==> src/rtl/miner_pkg.sv <==
// Shared definitions for the miner host-link receive path.
//  WORK_BYTES    : bytes per work packet
//  MIDSTATE_BITS : midstate field, work_data[351:96]
//  DATA_BITS     : block-header tail field, work_data[95:0]
//  rx_state_t    : bit-level receiver FSM states
package miner_pkg;

   localparam int unsigned WORK_BYTES    = 44;
   localparam int unsigned MIDSTATE_BITS = 256;
   localparam int unsigned DATA_BITS     = 96;

   typedef enum logic [1:0] {
      RX_IDLE,
      RX_START,
      RX_DATA,
      RX_STOP
   } rx_state_t;

endpackage

==> src/rtl/uart_rx_byte.sv <==
// 8N1 byte receiver with 16x oversampling.
//  clk_in, reset_n : clock, async active-low reset
//  rx              : raw serial input (idle high)
//  byte_data       : last good byte
//  byte_valid      : 1-cycle pulse, byte_data is new
//  frame_err       : 1-cycle pulse, stop bit sampled low
//  busy            : high in START/DATA/STOP
//  tick            : oversample tick (1 clk every DIV clks)
//  start_det       : 1-cycle pulse on start-bit detect
module uart_rx_byte
   import miner_pkg::*;
#(
   parameter int unsigned DIV = 54
) (
   input  logic       clk_in,
   input  logic       reset_n,
   input  logic       rx,
   output logic [7:0] byte_data,
   output logic       byte_valid,
   output logic       frame_err,
   output logic       busy,
   output logic       tick,
   output logic       start_det
);

   localparam int unsigned DIV_W = (DIV > 1) ? $clog2(DIV) : 1;

   rx_state_t        state, state_nx;
   logic             rx_meta, rx_sync;
   logic [DIV_W-1:0] div_cnt;
   logic [3:0]       tick_cnt;
   logic [2:0]       bit_idx;
   logic [1:0]       votes;
   logic [7:0]       shift;
   logic             armed;
   logic [3:0]       first_tick;
   logic             sample, decide, bit_end, maj;

   // Votes from the first two sample ticks are accumulated; the decision tick
   // adds its own live sample. START therefore resolves a glitch at tick 8.
   always_comb begin
      tick       = (div_cnt == DIV_W'(DIV - 1));
      first_tick = (state == RX_START) ? 4'd6 : 4'd7;
      sample     = tick && ((tick_cnt == first_tick) || (tick_cnt == first_tick + 4'd1));
      decide     = tick && (tick_cnt == first_tick + 4'd2);
      bit_end    = tick && (tick_cnt == 4'd15);
      maj        = ({1'b0, votes} + {2'b00, rx_sync}) >= 3'd2;
      start_det  = (state == RX_IDLE) && armed && !rx_sync;
      busy       = (state != RX_IDLE);
      state_nx   = state;
      case (state)
         RX_IDLE:  if (start_det) state_nx = RX_START;
         RX_START: if (decide && maj) state_nx = RX_IDLE;
                   else if (bit_end) state_nx = RX_DATA;
         RX_DATA:  if (bit_end && bit_idx == 3'd7) state_nx = RX_STOP;
         RX_STOP:  if (decide) state_nx = RX_IDLE;
         default:  state_nx = RX_IDLE;
      endcase
   end

   always_ff @(posedge clk_in or negedge reset_n) begin
      if (!reset_n) begin
         state      <= RX_IDLE;
         rx_meta    <= 1'b1;
         rx_sync    <= 1'b1;
         div_cnt    <= '0;
         tick_cnt   <= '0;
         bit_idx    <= '0;
         votes      <= '0;
         shift      <= '0;
         armed      <= 1'b1;
         byte_data  <= '0;
         byte_valid <= 1'b0;
         frame_err  <= 1'b0;
      end else begin
         rx_meta    <= rx;
         rx_sync    <= rx_meta;
         state      <= state_nx;
         byte_valid <= 1'b0;
         frame_err  <= 1'b0;

         if (start_det || tick) div_cnt <= '0;
         else                   div_cnt <= div_cnt + DIV_W'(1);

         if (start_det)  tick_cnt <= '0;
         else if (tick)  tick_cnt <= tick_cnt + 4'd1;

         if (start_det || bit_end) votes <= '0;
         else if (sample)          votes <= votes + {1'b0, rx_sync};

         if (start_det)                          bit_idx <= '0;
         else if (state == RX_DATA && bit_end)   bit_idx <= bit_idx + 3'd1;

         if (state == RX_DATA && decide) shift <= {maj, shift[7:1]};

         // A low stop bit disarms detection until the line is seen high,
         // so a held-low break yields a single frame_err.
         if (state == RX_STOP && decide) begin
            if (maj) begin
               byte_valid <= 1'b1;
               byte_data  <= shift;
            end else begin
               frame_err  <= 1'b1;
               armed      <= 1'b0;
            end
         end else if (state == RX_IDLE && rx_sync) begin
            armed <= 1'b1;
         end
      end
   end

endmodule

==> src/rtl/uart_work_rx.sv <==
// UART work-packet receiver: deframes 8N1 bytes and assembles 44-byte packets.
//  clk_in, reset_n : clock, async active-low reset (released synchronously)
//  rx              : serial input
//  byte_data/byte_valid/frame_err/busy : byte-level status
//  work_data       : last complete packet, first byte in MSBs
//  work_valid      : 1-cycle pulse, work_data updated
module uart_work_rx
   import miner_pkg::*;
#(
   parameter int unsigned CLK_HZ       = 100_000_000,
   parameter int unsigned BAUD         = 115200,
   parameter int unsigned OVERSAMPLE   = 16,
   parameter int unsigned WORK_BYTES   = miner_pkg::WORK_BYTES,
   parameter int unsigned TIMEOUT_BITS = 1000
) (
   input  logic                    clk_in,
   input  logic                    reset_n,
   input  logic                    rx,
   output logic [7:0]              byte_data,
   output logic                    byte_valid,
   output logic                    frame_err,
   output logic                    busy,
   output logic [8*WORK_BYTES-1:0] work_data,
   output logic                    work_valid
);

   localparam int unsigned DIV        = CLK_HZ / (BAUD * OVERSAMPLE);
   localparam int unsigned IDLE_LIMIT = OVERSAMPLE * TIMEOUT_BITS;
   localparam int unsigned IW         = $clog2(IDLE_LIMIT + 1);
   localparam int unsigned CW         = $clog2(WORK_BYTES + 1);
   localparam int unsigned WB         = 8 * WORK_BYTES;

   logic          rst_meta, rst_n;
   logic          tick, start_det, timeout;
   logic [CW-1:0] count, count_base;
   logic [IW-1:0] idle_cnt;
   logic [WB-9:0] shreg;
   logic [WB-1:0] shreg_nx;

   always_ff @(posedge clk_in or negedge reset_n) begin
      if (!reset_n) begin
         rst_meta <= 1'b0;
         rst_n    <= 1'b0;
      end else begin
         rst_meta <= 1'b1;
         rst_n    <= rst_meta;
      end
   end

   uart_rx_byte #(.DIV(DIV)) u_rx (
      .clk_in     (clk_in),
      .reset_n    (rst_n),
      .rx         (rx),
      .byte_data  (byte_data),
      .byte_valid (byte_valid),
      .frame_err  (frame_err),
      .busy       (busy),
      .tick       (tick),
      .start_det  (start_det)
   );

   // Timeout is applied before a coincident byte, which then starts a new packet.
   always_comb begin
      timeout    = (count != '0) && !busy && tick && (idle_cnt == IW'(IDLE_LIMIT - 1));
      count_base = timeout ? '0 : count;
      shreg_nx   = {shreg, byte_data};
   end

   always_ff @(posedge clk_in or negedge rst_n) begin
      if (!rst_n) begin
         count      <= '0;
         idle_cnt   <= '0;
         shreg      <= '0;
         work_data  <= '0;
         work_valid <= 1'b0;
      end else begin
         work_valid <= 1'b0;

         if (start_det || count == '0 || timeout) idle_cnt <= '0;
         else if (!busy && tick)                  idle_cnt <= idle_cnt + IW'(1);

         if (frame_err) begin
            count <= '0;
         end else if (byte_valid) begin
            shreg <= shreg_nx[WB-9:0];
            if (count_base == CW'(WORK_BYTES - 1)) begin
               count      <= '0;
               work_data  <= shreg_nx;
               work_valid <= 1'b1;
            end else begin
               count <= count_base + CW'(1);
            end
         end else if (timeout) begin
            count <= '0;
         end
      end
   end

endmodule

==> config.mk <==
export PLATFORM = sky130hd
export DESIGN_NAME = uart_work_rx
export DESIGN_NICKNAME = d
export VERILOG_FILES = /design/src/rtl/miner_pkg.sv /design/src/rtl/uart_rx_byte.sv /design/src/rtl/uart_work_rx.sv
export SDC_FILE = /design/constraint.sdc
export NUM_CORES = 1
export LEC_CHECK = 0
export ABC_AREA = 1
export CORE_ASPECT_RATIO = 1.5
export CORE_UTILIZATION = 50
export CTS_CLUSTER_DIAMETER = 50
export DETAILED_ROUTE_END_ITERATION = 12
export MAX_ROUTING_LAYER = met4
export PLACE_DENSITY = 0.81
export SLEW_MARGIN = 30
export SYNTH_ARGS = -nofsm -noshare
export SYNTH_HDL_FRONTEND = slang
export SYNTH_HIERARCHICAL = 1
export SYNTH_SLANG_ARGS = --single-unit
==> constraint.sdc <==
create_clock -name clk_in -period 21.6 [get_ports clk_in]
set_clock_uncertainty 0.05 [all_clocks]
set_input_delay 2.16 -clock clk_in [delete_from_list [all_inputs] [get_ports clk_in]]
set_output_delay 2.16 -clock clk_in [all_outputs]
set_load 0.01 [all_outputs]
# Yosys cells after proc, flatten, opt, wreduce, memory -nomap -nowiden
# Index checks and enable logic that the tools add are counted.
# Widths: inputs -> output; s select.
# totals
regBits	757
in_bits	3
out_inout_bits	364
# op_classes
n_addsub	9
magnitude_cmp	1
eq_ne	16
muxes	30
n_bitwise	1
reduce_logical	36
# op_table
operator	count
$mux 6	5
$mux 14	2
$logic_and 1x1->1	15
$add 14x1->14 const B	1
$eq 14x14->1 const B	1
$mux 2	7
$add 6x1->6 const B	2
$eq 4x4->1	3
$eq 6x6->1 const B	2
$reduce_bool 2->1	6
$mux 1	11
$add 4x1->4 const B	2
$mux 4	2
$pmux 2 s4	1
$logic_not 6->1	1
$mux 3	2
$reduce_and 2->1	3
$reduce_bool 6->1	1
$logic_or 1x1->1	5
$add 4x2->4 const B	1
$eq 2x2->1 const B	2
$eq 4x4->1 const B	1
$ne 2x1->1 const B	2
$ne 2x2->1 const B	2
12 further kinds	13

# Logic depth before layout (Yosys ltp)
# Gate-level depths: netlist of the first run.
# depth
depth_word	10
ltp_mapped	18

# Hierarchy
# Netlist of the first run, hierarchy kept.
# by_module_without_submodules
module	n_inst	cells_each	area_each_um2	seq_area_each_um2
uart_work_rx	1	2730	26977.1	17992.3
uart_rx_byte	1	193	1830.5	954.7

# Worst setup path after synthesis of the first run
# Ideal clock, no wire load.
# synth_timing
path_type	reg-to-output
from	reg u_rx.state[0]
to	out busy
t_arrival_ns	0.654
required_time_ns	19.390
path_slack_ns	18.736
stages_incl_launch_ff	3
n_path_buf	0
cell_sequence	dfrtp_1 > inv_1 > nand2_1
# synth_via
elab_chain_len	1
# synth_lines
item	line	rtl
start, declared	uart_rx_byte.sv:28	rx_state_t state, state_nx;
start signal, assigned	uart_rx_byte.sv:78	state <= state_nx;
$reduce_bool 2->1	uart_rx_byte.sv:49	busy = (state != RX_IDLE);
end, declared	uart_work_rx.sv:22	output logic busy,
# No other way between the ends.

# Final worst setup path of the first run
# layout_timing
from	reg u_rx.div_cnt[0]
to	reg work_data[196]
# layout_via
elab_chain_len	6
# layout_lines
item	line	rtl
start, declared	uart_rx_byte.sv:30	logic [DIV_W-1:0] div_cnt;
start signal, assigned	uart_rx_byte.sv:83	else div_cnt <= div_cnt + DIV_W'(1);
$eq 6x6->1	uart_rx_byte.sv:42	tick = (div_cnt == DIV_W'(DIV - 1));
net tick	uart_work_rx.sv:34	logic tick, start_det, timeout;
$logic_and 1x1->1 (2 in a row)	uart_work_rx.sv:64	timeout = (count != '0) && !busy && tick && (idle_cnt == IW'(IDLE_LIMIT - 1));
$mux 6	--	
$eq 6x6->1	uart_work_rx.sv:86	if (count_base == CW'(WORK_BYTES - 1)) begin
$reduce_and 3->1 (no source line)	--	
end signal, assigned	uart_work_rx.sv:88	work_data <= shreg_nx;
end, declared	uart_work_rx.sv:23	output logic [8*WORK_BYTES-1:0] work_data,
# The timed path passes the listed nets, and every way through them passes these cells.
# A chain may end at the register's enable or synchronous reset.

==> impl_results.md, run 1 <==
* Mean Syn Cell Area at 9.86 um^2
* Largest net degree at the start of global routing at 267
* # diodes at 0
* DR pass1 iterations at 5
* Num rows at 107
* Tmin final at 4.69 ns
* Hold WC Path Type: reg2async
* Synth area leaders: dfrtp_1 (65%), o21ai_0 (6.5%), nand2_1 (6.0%)
* FMAX at between 0.2 and 0.25 GHz
* Die span in y at 296 um
* Synth async-reset ratio at 100%
* Top delay family on crit path: simple AND/OR/NAND/NOR gates
* Wire per inst at 16.2 um
* Post-synth EDFFs at 0
* PwrDens at 77.4 mW/mm^2
* Ys Warns at 6
* CTS buffer count at 69
* Initial core utilization at 50.6%
* Number of max-cap violations at 0
* Worst path max stage delay at between 0.6 and 0.7 ns
* CP dominant cell by count: nor2_1
* GRT overflow at 0
* Share of cells above drive strength 1 at under 10%
* Setup-failing EPs final at 0
* CTS Root Cell: clkbuf_16
* CTS sink count at 757
* Relative slew slack at 37.1%
* DIE WIDTH at 198 um
* Area Overhead vs Synth at 22.0%
* CP bufs+invs at 4
* Core area at 0.0569 mm^2
* Critical path, cell by cell: ha_1, nand3_2, nor2_8, inv_1, nor2_1, nand4_1, nor2_1, nor2_1, ha_1, nand2_1, nor3_1, nand4_4, nor2_4, buf_4, buf_12, buf_16, nor2_1, a21oi_1
* Cts repair resizes at 0
* Hold buffers post-CTS at 0
* Sequential-to-total area share from yosys stat at 65.8%
* Synth area leader: dfrtp_1
* Layout filler cell count at roughly 4500
* Final TNS setup at 0 ns
* Syn Std Cell Area at 0.0288 mm^2
* Max Root-Sink Buffers at 3
* IO Pins at between 300 and 400
* # nets final at around 3200
* Vias per inst at 5.05
* Clock Latency Late Sink at roughly 0.6 ns
* Total number of vias at around 20000
* Net Count, Synth at 2935
* Slew Limit Fails at 0
* HPWL after detailed placement at 43100 um
* CP Class: reg2reg
* Final hold violation count at 0
* H-tree depth at 3
* Leakage at roughly 16 nW
* Vias in the first global route at 19900
* Initial antenna violation count at 0
* Die ar. at 0.0586 mm^2
* Slowest cell on crit path: buf_4
* Global placer's final weighted congestion at 0.826
* Share of the synthesized area in the top cell type at roughly two thirds
* Largest fanout on the critical path at 176
* Cells after synthesis at 2923
* Worst EP arrival at ~5 ns
* Post-route cell area at 0.0352 mm^2
* CTS clk-pin slew, worst paths at 0.07 ns
* Yosys cell types at 38
* Seq cells post-synth at 757
* Fin util at 61.8%
* Status: finished, final reports clean
* Iteration-0 DRC Markers at about 1300
* Placed cell area at 0.0328 mm^2
* Max IR drop VDD at 0.0716 mV
* Routed WL at 65500 um
* Commonest non-fill, non-tap cell in the layout: dfrtp_1
* Tcrit/Tclk final at 21.7%
* DRC viols at 0
* Most common flop cell mapped by yosys: dfrtp_1
* Most frequent cells in the layout: dfrtp_1 (753), nand2_1 (460), o21ai_0 (376)
* CTS tree: built
* Setup Buffers After CTS at 0
* Worst Slack Setup Final at 16.91 ns
* Pre-CTS WS at 17.10 ns
* Slew @ Worst Pin at 0.943 ns
* First-pass GRT wire length at 104000 um
* Critical path startpoint category: flop
* Total GRT Usage at around 23%
* Req. time, crit path at between 20 and 25 ns
* RSZ-0062 raised after global routing: false
* Port Buffers at 366
* Final ANT Viol Nets at 0
* Setup crit end kind: flop
[cell families (layout without fill, tap and decap cells)]
family	after synthesis	in the layout	synth area share (%)
XOR/XNOR	4	4	0.122
buffers and inverters	519	876	7.85
other	1	1	0.0130
adder cells (fa/ha/maj)	9	9	0.391
flip-flops	757	757	65.8
AO/OA/AOI/OAI	712	712	12.4
multiplexers	31	31	1.21
AND/OR/NAND/NOR	890	890	12.3
[stage by stage]
stage	cells	power [W]	hold WS (ns)
detailed placement	3916	0.00152	0.257
global placement	3914	0.00152	0.288
finish	4043	0.00272	0.237
CTS	4040	0.00275	0.260
global route	4043	0.00281	0.283
floorplan	2923	0.00150	0.281
[final cells by class]
| class | instances | area (um^2) | area share, % |
|---|---|---|---|
| multi-input combinational | 1647 | 7610 | 21.6 |
| sequential | 757 | 19000 | 53.9 |
| inverter | 363 | 1360 | 3.88 |
| clock inverter | 30 | 343 | 0.975 |
| clock buffer | 94 | 1940 | 5.52 |
| tap | 763 | 955 | 2.72 |
| timing repair buffer | 389 | 3990 | 11.4 |
[power breakdown]
group / internal (W) / switching [W]
Combinational: 0.0000147 / 0.0000480
Clock: 0.000690 / 0.000540
Sequential: 0.00142 / 0.00000600
[synthesized netlist by cell type (all sizes together) (6+ instances only)]
library cell	number
mux2	30
nor3	9
nor2	375
inv	362
ha	9
o21ai	376
dfrtp	754
nand2	466
nand4	6
nand3	29
a21oi	333
buf	94
clkbuf	62
[sequential cells by signal, indices dropped and copies added (netlist names), 2 cells and up, named ones only]
| signal | count |
|---|---|
| count | 6 |
| u_rx/bit_idx | 3 |
| work_data | 352 |
| u_rx/byte_data | 8 |
| shreg | 344 |
| u_rx/div_cnt | 6 |
| idle_cnt | 14 |
| u_rx/tick_cnt | 4 |
| u_rx/shift | 8 |
| u_rx/votes | 2 |
[per-layer routing]
metal	vias to the layer above	GRT usage (%)	wire length [um]
met5	-	-	0
met2	519	37.7	33000
met3	107	5.21	4020
met4	0	8.04	1970
met1	9990	28.4	26500
li1	9818	-	-
[worst reg2reg max path, stage by stage (launching register included)]
cell	delay (ns)
dfrtp_1	0.41
ha_1	0.23
nand3_2	0.11
nor2_8	0.07
inv_1	0.06
nor2_1	0.10
nand4_1	0.12
nor2_1	0.08
nor2_1	0.15
ha_1	0.18
nand2_1	0.07
nor3_1	0.28
nand4_4	0.43
nor2_4	0.23
buf_4	0.63
buf_12	0.48
buf_16	0.49
nor2_1	0.28
a21oi_1	0.18
[path summary, 6_finish.rpt]
kind	to	cells after the start	start	slack, ns
worst max-delay path	work_data[196]$_DFFE_PN0P_	18	u_rx/div_cnt[0]$_DFF_PN0_	16.91
worst min register to register	work_data[83]$_DFFE_PN0P_	0	rst_n$_DFF_PN0_	0.24
min in group clk_in	u_rx/rx_sync$_DFF_PN1_	0	u_rx/rx_meta$_DFF_PN1_	0.30
worst max register to register	work_data[196]$_DFFE_PN0P_	18	u_rx/div_cnt[0]$_DFF_PN0_	16.91
worst min-delay path	work_data[83]$_DFFE_PN0P_	0	rst_n$_DFF_PN0_	0.24
max in group asynchronous	work_data[268]$_DFFE_PN0P_	3	rst_n$_DFF_PN0_	18.63
(Power assumes the default switching activity.)
==> inputs of run 2 (changes only) <==
CORE_UTILIZATION = 55   (was 50)
PLACE_DENSITY = 0.84   (was 0.81)
clock period = 4.44 ns   (was 21.6 ns; I/O delays follow)
==> impl_results.md, run 2 (synthesis gave the netlist of run 1 again) <==
* Status: finished, final reports clean
* Largest fanout on the critical path at 132 (-25%)
* Hold buffers post-CTS at 1 (+1)
* Reg2reg start: u_rx/div_cnt[0]$_DFF_PN0_
* DRC viols at 0 (unchanged)
* Vias in the first global route at 20800 (+4.7%)
* Slew Limit Fails at 0 (unchanged)
* Max Root-Sink Buffers at 3 (unchanged)
* Setup Buffers After CTS at 0 (unchanged)
* Fin util at 68.2% (+6.4 points)
* Commonest non-fill, non-tap cell in the layout: dfrtp_1
* Global placer's final weighted congestion at 0.850 (+3.0%)
* Placed cell area at 0.0329 mm^2 (+0.34%)
* Tmin final at 3.66 ns (-1.02 ns)
* Max IR drop VDD at 0.351 mV (+390%)
* # nets final at 3253 (+0.43%)
* Pre-CTS WS at 0.875 ns (-16.22 ns)
* FMAX at 0.273 GHz (+28%)
* DR pass1 iterations at 8 (+3)
* Req. time, crit path at 4.90 ns (-17.17 ns)
* Share of cells above drive strength 1 at 6.04% (+0.37 points)
* Worst EP arrival at 4.13 ns (-1.02 ns)
* Largest net degree at the start of global routing at 173 (-35%)
* Die ar. at 0.0533 mm^2 (-9.0%)
* CP Class: reg2reg
* Footprint of the multi-input gates at 0.00761 mm^2 (unchanged)
* Cts repair resizes at 0 (unchanged)
* Post-route cell area at 0.0353 mm^2 (+0.30%)
* CTS clk-pin slew, worst paths at 0.07 ns (about the same)
* Critical path startpoint category: flop
* Slew @ Worst Pin at 0.833 ns (-0.110 ns)
* Slowest cell on crit path: nand4_4
* Total number of vias at 20800 (+2.0%)
* Relative slew slack at 44.4% (+7.3 points)
* CTS tree: built
* Wire per inst at 17.1 um (+5.7%)
* Leakage at 16.1 nW (+0.71%)
* Iteration-0 DRC Markers at 1574 (+21%)
* PwrDens at 381 mW/mm^2 (+390%)
* Total GRT Usage at 26.6% (+3.5 points)
* Initial antenna violation count at 0 (unchanged)
* Layout filler cell count at 3746 (-16%)
* Setup crit end kind: flop
* DIE WIDTH at 189 um (-4.6%)
* Largest register by flop count: work_data
* CTS Root Cell: clkbuf_16
* Area Overhead vs Synth at 22.4%
* Num rows at 102 (-4.7%)
* Largest register FFs at 352 (unchanged)
* Critical path, cell by cell: ha_1, nand3_2, nor2_8, inv_1, nor2_1, nand4_1, nor2_1, nor2_1, ha_1, nand2_1, nor3_1, nand4_4, nor2_4, buf_4, buf_12, nor2_1, a21oi_1
* FF+latch area at 0.0190 mm^2 (unchanged)
* Worst reg2reg path endpoint: work_data[56]$_DFFE_PN0P_
* Hold WC Path Type: in2reg
* Top Registers: work_data (352), shreg (344), idle_cnt (14)
* CTS sink count at 757 (unchanged)
* Initial core utilization at 55.7% (+5.1 points)
* Cell count of the worst reg-to-reg path at 17 (-1)
* Setup-failing EPs final at 0 (unchanged)
* IO Pins at 367 (unchanged)
* Setup crit end: work_data[56]$_DFFE_PN0P_
* Worst Slack Setup Final at 0.777 ns (-16.14 ns)
* # diodes at 0 (unchanged)
* HPWL after detailed placement at 44900 um (+4.4%)
* Worst path max stage delay at 0.45 ns (-0.18 ns)
* Clock Latency Late Sink at 0.61 ns (about the same)
* CP Launch Point: u_rx/div_cnt[0]$_DFF_PN0_
* Reg-to-reg slack, setup at 0.78 ns (-16.14 ns)
* Vias per inst at 5.25 (+3.9%)
* Number of max-cap violations at 0 (unchanged)
* Die span in y at 282 um (-4.6%)
* GRT overflow at 0 (unchanged)
* First-pass GRT wire length at 108000 um (+4.6%)
* CTS buffer count at 69 (unchanged)
* CP dominant cell by count: nor2_1
* Final ANT Viol Nets at 0 (unchanged)
* Tcrit/Tclk final at 82.5% (+61 points)
* H-tree depth at 3 (unchanged)
* Final hold violation count at 0 (unchanged)
* RSZ-0062 raised after global routing: false
* Port Buffers at 366 (unchanged)
* Core area at 0.0517 mm^2 (-9.2%)
* Routed WL at 68000 um (+3.8%)
* Most frequent cells in the layout: dfrtp_1 (753), nand2_1 (460), o21ai_0 (376)
run 2: final cells by class:
type / count / share of cell area [%]
clock inverter: 30 / 1.15
inverter: 363 / 3.87
clock buffer: 94 / 5.54
tap: 676 / 2.40
sequential: 757 / 53.7
timing repair buffer: 403 / 11.7
multi-input combinational: 1647 / 21.6
run 2: where the power goes:
group | switching [W] | internal [W] | total (W)
Sequential | 0.0000329 | 0.00692 | 0.00695
Combinational | 0.000232 | 0.0000738 | 0.000306
Clock | 0.00266 | 0.00350 | 0.00616
Total | 0.00292 | 0.0105 | 0.0134
run 2: metrics by stage:
step / TNS [ns] / hold WS [ns] / total power (W) / cells
finish: 0 / 0.248 / 0.0134 / 3970
global route: 0 / 0.230 / 0.0138 / 3970
CTS: 0 / 0.223 / 0.0136 / 3970
detailed placement: 0 / 0.286 / 0.00740 / 3845
global placement: 0 / 0.285 / 0.00739 / 3845
floorplan: -2191.30 / 0.0984 / 0.00730 / 2923
run 2: how the worst min path moves through the flow:
| stage | startpoint | endpoint | slack [ns] | depth (start not counted) |
|---|---|---|---|---|
| final | rx | u_rx/rx_meta$_DFF_PN1_ | 0.25 | 1 |
| after detailed placement | rst_meta$_DFF_PN0_ | rst_n$_DFF_PN0_ | 0.29 | 0 |
| after global placement | rst_meta$_DFF_PN0_ | rst_n$_DFF_PN0_ | 0.29 | 0 |
| after global routing | rx | u_rx/rx_meta$_DFF_PN1_ | 0.23 | 1 |
| after CTS | rx | u_rx/rx_meta$_DFF_PN1_ | 0.22 | 1 |
| after floorplan | reset_n | rst_meta$_DFF_PN0_ | 0.1 | 0 |
run 2: critical path, delay by kind of cell, from the launching register on:
| family | cells | cell delay, ns |
|---|---|---|
| buf+inv | 3 | 0.70 |
| simple gates | 11 | 1.76 |
| compound gates | 1 | 0.16 |
| fa+ha+maj | 2 | 0.38 |
| flops | 1 | 0.41 |
run 2: metal layers:
layer | part of all wire [%] | GRT usage, %
met1 | 39 | 32.0
met2 | 50 | 43.8
met3 | 5.1 | 4.06
met4 | 5.1 | 13.3
met5 | 0 | -
==> inputs of run 3 (changes only) <==
CORE_UTILIZATION = 50   (was 55)
PLACE_DENSITY = 0.81   (was 0.84)
clock period = 2.95 ns   (was 4.44 ns; I/O delays follow)
==> impl_results.md, run 3 (synthesis gave the netlist of run 1 again) <==
* Iteration-0 DRC Markers at 1287 (-18%)
* FF+latch area at 0.0190 mm^2 (unchanged)
* Slowest cell on crit path: dfrtp_1
* Clock share of power at 46.3% (+0.4 points)
* Wire per inst at 17.3 um (+1.1%)
* Post-route cell area at 0.0364 mm^2 (+3.2%)
* Combinational Power Share at 2.5% (+0.2 points)
* FMAX at 0.349 GHz (+28%)
* IO Pins at 367 (unchanged)
* CP bufs+invs at 5 (+2)
* Largest register by flop count: work_data
* DIE WIDTH at 198 um (+4.8%)
* CTS clk-pin slew, worst paths at 0.07 ns (about the same)
* Psw at 0.00439 W (+50%)
* PwrDens at 562 mW/mm^2 (+48%)
* # diodes at 0 (unchanged)
* Critical path, cell by cell: inv_1, ha_2, nand3_4, nor2_8, inv_1, nor2_2, nand4_1, nor2_4, nor2_4, ha_4, nand2_4, nor3_4, nand4_4, nor2_4, buf_12, clkbuf_16, buf_8, nor2_1, a21oi_1
* Slew @ Worst Pin at 0.760 ns (-0.0729 ns)
* Commonest non-fill, non-tap cell in the layout: dfrtp_1
* Number of max-cap violations at 0 (unchanged)
* Tmin final at 2.86 ns (-0.800 ns)
* Sequential Power Share at 51.2% (-0.6 points)
* Critical path startpoint category: flop
* Total GRT Usage at 24.4% (-2.2 points)
* CP Class: reg2reg
* Footprint of the multi-input gates at 0.00768 mm^2 (+0.97%)
* Worst EP arrival at 3.34 ns (-0.79 ns)
* Initial antenna violation count at 0 (unchanged)
* Worst path max stage delay at 0.37 ns (-0.08 ns)
* Final hold violation count at 0 (unchanged)
* Clock Latency Late Sink at 0.62 ns (about the same)
* Final hold slack at 0.0664 ns (-0.182 ns)
* Top Registers: work_data (352), shreg (344), idle_cnt (14)
* Req. time, crit path at 3.42 ns (-1.48 ns)
* Placed cell area at 0.0334 mm^2 (+1.7%)
* Routed WL at 71300 um (+4.8%)
* Status: finished, final reports clean
* Internal at 0.0161 W (+53%)
* Relative slew slack at 49.3% (+4.9 points)
* Layout filler cell count at 4344 (+16%)
* Max IR drop VDD at 0.449 mV (+28%)
* CTS sink count at 757 (unchanged)
* Most frequent cells in the layout: dfrtp_1 (753), nand2_1 (459), o21ai_0 (376)
* Share of cells above drive strength 1 at 8.03% (+2.0 points)
* Area Overhead vs Synth at 26.3%
* Slew Limit Fails at 0 (unchanged)
* Largest net degree at the start of global routing at 133 (-23%)
* H-tree depth at 3 (unchanged)
* Pre-CTS WS at 0.0247 ns (-0.850 ns)
* # nets final at 3311 (+1.8%)
* Die ar. at 0.0586 mm^2 (+9.9%)
* Vias per inst at 5.13 (-2.2%)
* Num rows at 107 (+4.9%)
* Tcrit/Tclk final at 97.1% (+15 points)
* Largest fanout on the critical path at 13 (-90%)
* Die span in y at 296 um (+4.8%)
* Hold WC Path Type: in2reg
* Initial core utilization at 50.6% (-5.1 points)
* Setup crit end kind: flop
* CTS tree: built
* Total number of vias at 21100 (+1.3%)
* Core area at 0.0569 mm^2 (+10%)
* Top delay family on crit path: simple AND/OR/NAND/NOR gates
* Setup-failing EPs final at 0 (unchanged)
* Port Buffers at 366 (unchanged)
* Max Root-Sink Buffers at 3 (unchanged)
* DR pass1 iterations at 5 (-3)
* HPWL after detailed placement at 47400 um (+5.5%)
* DRC viols at 0 (unchanged)
* CTS buffer count at 68 (-1.4%)
* GRT overflow at 0 (unchanged)
* Net Sw Frac at 21.5% (-0.34 points)
* Largest register FFs at 352 (unchanged)
* Vias in the first global route at 20500 (-1.3%)
* CTS Root Cell: clkbuf_16
* Global placer's final weighted congestion at 0.843 (-0.92%)
* Leakage at 16.6 nW (+3.1%)
* Final ANT Viol Nets at 0 (unchanged)
* Worst Slack Setup Final at 0.0867 ns (-0.690 ns)
* Final TNS setup at 0 ns (unchanged)
* First-pass GRT wire length at 108000 um (about the same)
* CP dominant cell by count: nor2_4
-- run 3: worst paths after layout --
check                           slack (ns)                 startpoint  depth (start not counted)                          to
worst max-delay path                  0.09  u_rx/div_cnt[1]$_DFF_PN0_                         19  work_data[139]$_DFFE_PN0P_
max in group asynchronous             1.50            rst_n$_DFF_PN0_                          2       shreg[84]$_DFFE_PN0P_
worst max register to register        0.09  u_rx/div_cnt[1]$_DFF_PN0_                         19  work_data[139]$_DFFE_PN0P_
min in group asynchronous             0.32            rst_n$_DFF_PN0_                          0   work_data[81]$_DFFE_PN0P_
worst min-delay path                  0.07                         rx                          1      u_rx/rx_meta$_DFF_PN1_
worst min register to register        0.30         rst_meta$_DFF_PN0_                          0             rst_n$_DFF_PN0_
-- run 3: through the flow --
stage / utilization (%) / std cells / power [W]
after CTS: 63.1 / 4096 / 0.0206
after global routing: 64.0 / 4115 / 0.0211
after global placement: 58.8 / 3972 / 0.0112
after floorplan: - / 2923 / 0.0110
after detailed placement: 58.8 / 3972 / 0.0112
final: 64.0 / 4115 / 0.0205
-- run 3: power groups by stage --
stage	combinational, W	sequential, W	clock [W]
detailed placement	0.000512	0.0107	0
global placement	0.000501	0.0107	0
floorplan	0.000193	0.0108	0
global route	0.000589	0.0105	0.0100
CTS	0.000517	0.0105	0.00964
finish	0.000510	0.0105	0.00948
-- run 3: worst register-to-register path, cell delays in order (launching register included) --
cell and delay (ns):
dfrtp_1 0.37, inv_1 0.05, ha_2 0.19, nand3_4 0.08, nor2_8 0.03, inv_1 0.06
nor2_2 0.04, nand4_1 0.13, nor2_4 0.08, nor2_4 0.12, ha_4 0.15, nand2_4 0.05
nor3_4 0.16, nand4_4 0.13, nor2_4 0.31, buf_12 0.16, clkbuf_16 0.20, buf_8 0.16
nor2_1 0.07, a21oi_1 0.19
-- run 3: layer usage --
layer	track usage [%]	vias to the layer above	wire length [um]
li1	-	9962	-
met1	28.9	10300	27800
met2	40.3	659	36600
met3	4.07	157	3820
met4	12.0	0	3010
met5	-	-	0
-- run 3: repair_timing --
action                                 CTS  global route
endpoints found under the hold margin    2             0
hold buffers                             1             0
pin swaps                                0             5
resized for setup                        1            37
buffers inserted                         0             8
gates cloned                             0            11
setup endpoints to repair                1           237
-- run 3: layout make-up --
cell class | count | area share [%]
Clock buffer | 96 | 5.40
Clock inverter | 27 | 1.23
Inverter | 363 | 3.75
Multi-Input combinational cell | 1647 | 21.1
Sequential cell | 757 | 52.1
Tap cell | 763 | 2.62
Timing Repair Buffer | 462 | 13.8
==> edit (flow settings as in run 2) <==
Reset style: synchronous (`reset_n` and `rst_n`), changed in 3 clocked blocks. Comments in the files are not updated.
--- a/src/rtl/uart_rx_byte.sv
+++ b/src/rtl/uart_rx_byte.sv
@@ -60,3 +60,3 @@
 
-   always_ff @(posedge clk_in or negedge reset_n) begin
+   always_ff @(posedge clk_in) begin
       if (!reset_n) begin
--- a/src/rtl/uart_work_rx.sv
+++ b/src/rtl/uart_work_rx.sv
@@ -39,3 +39,3 @@
 
-   always_ff @(posedge clk_in or negedge reset_n) begin
+   always_ff @(posedge clk_in) begin
       if (!reset_n) begin
@@ -68,3 +68,3 @@
 
-   always_ff @(posedge clk_in or negedge rst_n) begin
+   always_ff @(posedge clk_in) begin
       if (!rst_n) begin
Check against the original RTL: same outputs for any inputs over 4 cycles, from zero or initial values and one cycle with reset_n low; that may be too few to reach the edited logic, so the function may still have changed.
==> edit against run 2 <==
- worst setup slack better by 150 ps
- highest routed layer unchanged
- synthesized area fell by 7.5%
- design area shrank 7.6%
- global-route usage increased by 0.87 points
- wire length down 0.26%
- die area fell by 7.5%
- final cell count grew 7.6%
- critical path depth down 2
- sequential cell count unchanged
Power is not compared: it rests on default switching activity, and its combinational part moved more than twofold at a synthesized area within 25%.
==> edit: results <==
[detailed_routing]
drt-initial-drc-count = 1766
wl_met1_um = 27130
wl_met2_um = 33560
via_per_inst = 5.388
firstDrtPassIters = 5
wl_met3_um = 5027

[critical_path]
crit_arrival_ps = 3970
crit_fanout = 158
startpoint = "u_rx/div_cnt[0]$_SDFF_PP0_"
ff2ff_path_depth = 15

[status]
status = "complete, no violations"

[placement]
dpl_worst_slack_ps = 997.5
dpl.hpwl_um = 41260
dpl_cell_area_um2 = 30230
gp_congestion = 0.8589
placed_cells = 4148

[cells_and_area]
nFillCells = 3742
multi_input_gates = 2328
buffers = 387
nonClkBufAreaFrac_pct = 12.11
design.seq.count = 757
sh_seq_area_pct = 46.51
final_cells = 4272
clkCellAreaFrac_pct = 7.251
multi_input_area_um2 = 10070
final_nets = 3630

[clock_network]
clk_latency_ps = 580
cts_buffers = 68

[hold_path]
holdPathEnd = "rst_meta$_DFF_P_"

[global_routing]
grtUsageMet1_pct = 32.01
grt_pass1_wl_um = 107700
grt_usage_pct = 27.46
grt_max_degree = 204
grt_pass1_vias = 21170
grt.met2_usage_pct = 45.53

[synth]
synthMuxAreaShare_pct = 0
synthTopCellsByArea = "dfxtp_1 (57%), nand2_1 (11%), nor2_1 (9.7%), a21oi_1 (7.2%), o21ai_0 (6.4%)"
synth_nets = 3411
synthXorXnorAreaFrac_pct = 0.2959
yosysSeqAreaShare_pct = 56.89
netlist-cell-type-count = 39
synthTopCellsByCount = "nand2_1 (788), dfxtp_1 (757), nor2_1 (688)"

[timing]
worst_slack_ps = 928.2

[floorplan]
taps = 600
[edit: cell types whose count changed in the layout (fill, tap and decap cells not counted), moves of 30 or more]
cell     change
nor2_1     +317
nand2_1    +328
dfxtp_1    +756
mux2_2      -30
inv_1      -295
dfrtp_1    -753
o21ai_0     -35
a21oi_1     +52
[edit: power breakdown]
group | leakage (nW) | switching [mW] | total, mW | internal [mW]
Clock | 1.16 | 2.56 | 6.11 | 3.55
Combinational | 5.30 | 0.100 | 0.119 | 0.0192
Sequential | 6.10 | 0.0107 | 6.80 | 6.79
[edit: worst max-delay path, stage by stage, from the launching register on]
cell,delay (ps)
dfxtp_1,410
ha_1,180
nand3_1,90
nor2_2,360
nand2_1,230
nor2_1,150
nand3_1,80
nor2_1,220
nor2_1,100
ha_1,220
nand3_1,80
nor3_1,80
nand4_4,180
buf_12,410
nand2_1,150
a21oi_1,180
